===== src/rtl/lfsr_pkg.sv =====
// lfsr_pkg: shared definitions for the LFSR sequencing controller.
//   - default LFSR width, feedback taps, reset seed and counter width
//   - controller FSM state encoding
//   - Fibonacci LFSR next-state function
package lfsr_pkg;

  localparam int             LFSR_WIDTH        = 8;
  localparam logic [7:0]     LFSR_TAPS         = 8'hB8;  // x^8+x^6+x^5+x^4+1
  localparam logic [7:0]     LFSR_DEFAULT_SEED = 8'h01;
  localparam int             LFSR_CNT_W        = 16;

  localparam logic [1:0] ST_IDLE = 2'd0;
  localparam logic [1:0] ST_RUN  = 2'd1;
  localparam logic [1:0] ST_MEAS = 2'd2;
  localparam logic [1:0] ST_DONE = 2'd3;

  // Shift left, feed the parity of the tapped bits into bit 0.
  function automatic logic [LFSR_WIDTH-1:0] lfsr_next(
    input logic [LFSR_WIDTH-1:0] cur,
    input logic [LFSR_WIDTH-1:0] taps
  );
    return {cur[LFSR_WIDTH-2:0], ^(cur & taps)};
  endfunction

endpackage


===== src/rtl/lfsr_core.sv =====
// lfsr_core: LFSR state register with feedback.
//   clk, rst_n : clock, asynchronous active-low reset (state <= DEFAULT_SEED)
//   step       : advance the sequence by one word
//   load       : overwrite the state with load_val (wins over step)
//   load_val   : value to load; the caller guarantees it is non-zero
//   state      : current LFSR word
module lfsr_core
  import lfsr_pkg::*;
#(
  parameter int               WIDTH        = LFSR_WIDTH,
  parameter logic [WIDTH-1:0] TAPS         = LFSR_TAPS,
  parameter logic [WIDTH-1:0] DEFAULT_SEED = LFSR_DEFAULT_SEED
) (
  input  logic             clk,
  input  logic             rst_n,
  input  logic             step,
  input  logic             load,
  input  logic [WIDTH-1:0] load_val,
  output logic [WIDTH-1:0] state
);

  // NOTE: sequential state uses non-blocking assignments so every register
  // samples the pre-edge values regardless of block evaluation order.
  always_ff @(posedge clk or negedge rst_n) begin
    if (!rst_n) begin
      state <= DEFAULT_SEED;
    end else if (load) begin
      state <= load_val;
    end else if (step) begin
      state <= lfsr_next(state, TAPS);
    end
  end

endmodule


===== src/rtl/lfsr_seq_ctrl.sv =====
// lfsr_seq_ctrl: sequencing controller around an 8-bit Fibonacci LFSR.
//   clk, rst_n            : clock, asynchronous active-low reset
//   seed_in, seed_load    : load a non-zero seed (IDLE only); zero pulses err_zero
//   start, burst_len      : emit burst_len words on the out_* stream (IDLE only)
//   stop                  : abort a running burst
//   period_req            : measure the LFSR period (IDLE only)
//   out_data/out_valid/out_ready : valid/ready stream of LFSR words
//   busy                  : burst or measurement in progress
//   done                  : one-cycle pulse at the end of a burst
//   period_out/period_valid : last measured period and its update pulse
//   err_zero              : one-cycle pulse when a zero seed is rejected
// IDLE request priority: seed_load > period_req > start.
module lfsr_seq_ctrl
  import lfsr_pkg::*;
#(
  parameter int               WIDTH        = LFSR_WIDTH,
  parameter logic [WIDTH-1:0] TAPS         = LFSR_TAPS,
  parameter logic [WIDTH-1:0] DEFAULT_SEED = LFSR_DEFAULT_SEED,
  parameter int               CNT_W        = LFSR_CNT_W
) (
  input  logic             clk,
  input  logic             rst_n,
  input  logic [WIDTH-1:0] seed_in,
  input  logic             seed_load,
  input  logic             start,
  input  logic [CNT_W-1:0] burst_len,
  input  logic             stop,
  input  logic             period_req,
  output logic [WIDTH-1:0] out_data,
  output logic             out_valid,
  input  logic             out_ready,
  output logic             busy,
  output logic             done,
  output logic [CNT_W-1:0] period_out,
  output logic             period_valid,
  output logic             err_zero
);

  localparam logic [CNT_W-1:0] CNT_MAX = {CNT_W{1'b1}};
  localparam logic [CNT_W-1:0] CNT_ONE = CNT_W'(1);

  logic [1:0]       fsm;
  logic [CNT_W-1:0] remaining;
  logic [CNT_W-1:0] count;
  logic [WIDTH-1:0] ref_state;
  logic [WIDTH-1:0] state;

  logic             step;
  logic             load;
  logic             handshake;
  logic [WIDTH-1:0] stepped;
  logic [CNT_W-1:0] cnt_inc;

  // NOTE: every signal assigned in always_comb gets a default first so that
  // no path leaves it unassigned and no latch is inferred.
  always_comb begin
    handshake = 1'b0;
    step      = 1'b0;
    load      = 1'b0;
    stepped   = lfsr_next(state, TAPS);
    cnt_inc   = (count == CNT_MAX) ? count : count + CNT_ONE;
    if (fsm == ST_RUN) begin
      handshake = out_valid & out_ready;
      step      = handshake;
    end
    if (fsm == ST_MEAS) begin
      step = 1'b1;
    end
    if (fsm == ST_IDLE && seed_load && seed_in != '0) begin
      load = 1'b1;
    end
  end

  lfsr_core #(
    .WIDTH       (WIDTH),
    .TAPS        (TAPS),
    .DEFAULT_SEED(DEFAULT_SEED)
  ) u_core (
    .clk     (clk),
    .rst_n   (rst_n),
    .step    (step),
    .load    (load),
    .load_val(seed_in),
    .state   (state)
  );

  // out_data is the state register itself, so it holds while stalled.
  assign out_data = state;

  always_ff @(posedge clk or negedge rst_n) begin
    if (!rst_n) begin
      fsm          <= ST_IDLE;
      remaining    <= '0;
      count        <= '0;
      ref_state    <= '0;
      out_valid    <= 1'b0;
      busy         <= 1'b0;
      done         <= 1'b0;
      period_out   <= '0;
      period_valid <= 1'b0;
      err_zero     <= 1'b0;
    end else begin
      done         <= 1'b0;
      period_valid <= 1'b0;
      err_zero     <= 1'b0;

      case (fsm)
        ST_IDLE: begin
          if (seed_load) begin
            if (seed_in == '0) begin
              err_zero <= 1'b1;
            end
          end else if (period_req) begin
            ref_state <= state;
            count     <= '0;
            busy      <= 1'b1;
            fsm       <= ST_MEAS;
          end else if (start) begin
            if (burst_len != '0) begin
              remaining <= burst_len;
              out_valid <= 1'b1;
              busy      <= 1'b1;
              fsm       <= ST_RUN;
            end else begin
              // Empty burst: report completion without emitting a word.
              done <= 1'b1;
              fsm  <= ST_DONE;
            end
          end
        end

        ST_RUN: begin
          if (handshake) begin
            remaining <= remaining - CNT_ONE;
          end
          // A handshake coinciding with stop has already been counted above.
          if ((handshake && remaining == CNT_ONE) || stop) begin
            out_valid <= 1'b0;
            busy      <= 1'b0;
            done      <= 1'b1;
            fsm       <= ST_DONE;
          end
        end

        ST_MEAS: begin
          count <= cnt_inc;
          // Compare the value being stepped into, so the loop ends with the
          // state back at the reference word.
          if (stepped == ref_state || cnt_inc == CNT_MAX) begin
            period_out   <= cnt_inc;
            period_valid <= 1'b1;
            busy         <= 1'b0;
            fsm          <= ST_IDLE;
          end
        end

        ST_DONE: begin
          fsm <= ST_IDLE;
        end

        default: begin
          fsm <= ST_IDLE;
        end
      endcase
    end
  end

endmodule

===== config.mk =====
export PLATFORM = sky130hd
export DESIGN_NAME = lfsr_seq_ctrl
export DESIGN_NICKNAME = d
export VERILOG_FILES = /design/src/rtl/lfsr_pkg.sv /design/src/rtl/lfsr_core.sv /design/src/rtl/lfsr_seq_ctrl.sv
export SDC_FILE = /design/constraint.sdc
export NUM_CORES = 1
export LEC_CHECK = 0
export ABC_AREA = 1
export CAP_MARGIN = 10
export CORE_ASPECT_RATIO = 0.7
export CORE_UTILIZATION = 40
export DETAILED_ROUTE_END_ITERATION = 8
export GPL_ROUTABILITY_DRIVEN = 0
export GPL_TIMING_DRIVEN = 0
export PLACE_DENSITY = 0.61
export SETUP_SLACK_MARGIN = 0.4
export SLEW_MARGIN = 25
export SYNTH_ARGS = -nofsm -noshare
export SYNTH_HDL_FRONTEND = slang
export SYNTH_SLANG_ARGS = --single-unit

===== constraint.sdc =====
create_clock -name clk -period 5.1 [get_ports clk]
set_input_delay 1.02 -clock clk [delete_from_list [all_inputs] [get_ports clk]]
set_output_delay 1.02 -clock clk [all_outputs]
set_load 0.02 [all_outputs]

==> results_dict.tcl <==
set metrics [dict create \
    vias 4037 \
    p_sw_w 0.001058 \
    skew_ns 0.008587 \
    rsz0062_at_grt "false" \
    hpwl_mm 8.307 \
    min_period_ns 2.990 \
    worst_pin_slew_ns 0.6318 \
    cp_num_buf_inv 3 \
    ir_worst_vdd_mv 0.2226 \
    crit_chain "clkdlybuf4s50_1 > inv_1 > nor2_1 > nand2_1 > o21ai_1 > nand2_1 > clkbuf_1 > o22ai_1" \
    drive_gt1_share_pct 10.85 \
    synth_area_leaders "dfrtp_1, nand2_1, inv_1, o21ai_0, nor2_1" \
    placed_cell_area_um2 5037 \
    powerDensity_nw_per_um2 485.3 \
    holdPathEnd "period_out[9]" \
    place_ws_ns 1.734 \
    fmax_mhz 334.4 \
    cts_setup_buffers 0 \
    die_y_um 88.31 \
    hp-class "reg -> reg" \
    cts_num_sinks 71 \
    rows 31 \
    fp.dieW_um 125.3 \
    status "finished with violations" \
    clockPowerShare_pct 24.7 \
    async_reset_ff_share_pct 100.0 \
    antenna_found_initial 0 \
    ant_nets 0 \
    drv_slew 0 \
    worstSetupPathType "in -> reg" \
    cts_buffers 9 \
    r2r_cells 8 \
    drt_iter0_drc 319 \
    rrSetupSlack_ns 2.48 \
    hold_path_depth 2 \
    start_util_pct 41.10 \
    violations "design-rule violations" \
    start_kind "input port" \
    power_frac_comb_pct 41.8 \
    nNetsFinal 669 \
    p_seq_share_pct 33.5 \
    avgSynthCellArea_um2 7.601 \
    p_int_w 0.001533 \
    rr_startpoint "fsm[1]" \
    cpLargestDelayFamily "buffers and inverters" \
    clkTransAtPathRegs_ns 0.05 \
    first_global_vias 3679 \
    clk_path_buf_depth 2 \
    cts_tree "done" \
    gr-total-overflow 0 \
    grt_max_degree 50 \
    die_area_um2 11060 \
    ys_seq_area_share_pct 41.77 \
    postCtsHoldBufs 0 \
    ys_ff_latch 71 \
    critPathMaxStageDelay_ns 0.49 \
    grt_pass1_wl_mm 18.21 \
    syn-cell-area_um2 4257 \
    p_leak_nw 2.355 \
    wl_mm 10.97 \
    max_slew_margin_pct 57.60 \
    setup_viol 0 \
    synth_area_leader_cell "dfrtp_1" \
    final_cell_area_um2 5339 \
    yosysTopAreaCellShare_pct 41.15 \
    viasPerCell 5.257 \
    maxCapViolCount 0 \
    required_ns 5.34 \
    endpoint_kind "flop" \
    yosys_warnings 0 \
    port_buffers 59 \
    globalRouteTotalUtil_pct 21.11 \
    cts_resized 0 \
    num_io_pins 60 \
    synth_nets 598 \
    finalWorstSetupSlack_ns 2.110 \
    drcViolationCount 4 \
    drt-wirelength-per-cell_um 14.29 \
    timing.setup.tns_ns 0 \
    core_um2 10360 \
    clockRootBuffer "clkbuf_16" \
    path_common_cell "nand2_1" \
    clk_latency_ns 0.34 \
    area.growth.synth_to_final_pct 25.43 \
    p_sw_share_pct 40.83 \
    ctsHtreeMaxLevel 3 \
    synth-edff-count 0 \
    crit_arrival_ns 3.24 \
    netlist_instances 560 \
    synthFlopType "dfrtp_1" \
    antenna_cells 0 \
    min_period_over_period_pct 58.63 \
    hold_viol_final 0 \
    drt-pass1-iter-count 7 \
    critPathSlowestCell "clkdlybuf4s50_1" \
    path_max_fanout 10 \
    hp-start "period_out[9]" \
    r2r-end "count[5]" \
    ys_types 33 \
]
==> per-stage QoR <==
stage,hold slack (ns),instances,power (W),utilization [%]
after global placement,0.4700,751,0.001926,48.40
after global routing,0.5060,768,0.002799,51.55
after CTS,0.4799,768,0.002606,51.55
after floorplan,0.4719,560,0.001591,-
after detailed placement,0.4675,752,0.001951,48.64
final,0.4763,768,0.002591,51.55
==> worst max-delay path by stage <==
stage / start / endpoint / slack (ns) / depth (start not counted)
after floorplan: period_req / count[10] / 2.87 / 7
after global placement: rst_n / remaining[12] / 0.40 / 1
after detailed placement: period_req / count[5] / 1.73 / 8
after CTS: period_req / count[5] / 2.08 / 8
after global routing: period_req / count[6] / 1.91 / 8
final: period_req / count[5] / 2.11 / 8
==> cells by family after synthesis <==
kind of cell	synth area share (%)
buf+inv	9.347
compound gates	17.11
xor+xnor	3.087
flops	41.77
simple gates	26.63
fa+ha+maj	2.058
==> synth_stat cells, types with 2 or more instances <==
master and count:
o21ai_1 2, o211ai_1 6, or2_2 2, nor2_4 3, dfrtp_1 70, xnor2_1 8, o22ai_1 22, nor2_1 41
xor2_1 7, nor2_2 2, nand4_1 16, clkbuf_1 12, buf_6 4, nor4_1 8, nand2_1 118, nand2_2 20
o21ai_0 55, inv_1 80, nand2_4 2, nand3_1 27, ha_1 7, o21ai_2 16, a22oi_1 2, nor3_1 7
a21oi_1 15
==> worst min-delay path, stage by stage, from the launching register on <==
cell and delay [ns]:
dfrtp_1 0.33, nand2_1 0.06, o21ai_2 0.05
==> state kept, by name (all words and copies together) (netlist names) <==
signal	flops
u_core.state	8
err_zero	1
count	16
fsm	2
period_out	16
done	1
remaining	16
ref_state	8
period_valid	1
busy	1
out_valid	1
==> layout make-up <==
cell class	count	area, um2
fill	990	5017
multi-input combinational	391	2081
sequential	71	1778
timing repair buffer	60	615.6
inverter	82	307.8
clock buffer	12	256.5
tap	132	165.2
buffer	16	90.09
clock inverter	4	45.04
==> layer usage <==
layer	up-vias	wire, um	GRT usage [%]
met5	-	0	0
met4	0	93	5.765
met3	10	830	4.655
met2	143	4460	29.86
met1	1888	5587	32.05
li1	1996	-	-
==> cell usage in the layout, fill, tap and decap left out, drive strengths merged <==
master | Yosys | layout
a21oi | 15 | 15
o31ai | 1 | 1
o221ai | 1 | 1
xnor2 | 8 | 8
o21bai | 1 | 1
a22oi | 2 | 2
inv | 81 | 81
nand3 | 28 | 28
o21ai | 73 | 73
nand4 | 16 | 16
bufinv | 0 | 1
nor4 | 8 | 8
buf | 4 | 6
xor2 | 7 | 7
or2 | 2 | 2
ha | 7 | 7
nor3 | 7 | 7
o211ai | 6 | 6
dfstp | 1 | 1
clkinv | 1 | 4
a31oi | 1 | 1
nor2 | 46 | 46
clkdlybuf4s50 | 0 | 58
o22ai | 22 | 22
clkbuf | 12 | 24
nand2 | 140 | 140
dfrtp | 70 | 70
==> power groups by stage <==
stage / Clock [W] / Combinational (W) / Sequential (W)
3_5_place_dp: 0 / 0.00108 / 0.000874
3_3_place_gp: 0 / 0.00106 / 0.000869
4_1_cts: 0.000657 / 0.00108 / 0.000866
2_1_floorplan: 0 / 0.000692 / 0.000898
6_report: 0.000641 / 0.00108 / 0.000867
5_1_grt: 0.000681 / 0.00123 / 0.000890
Power figures use the tool's default switching activity.
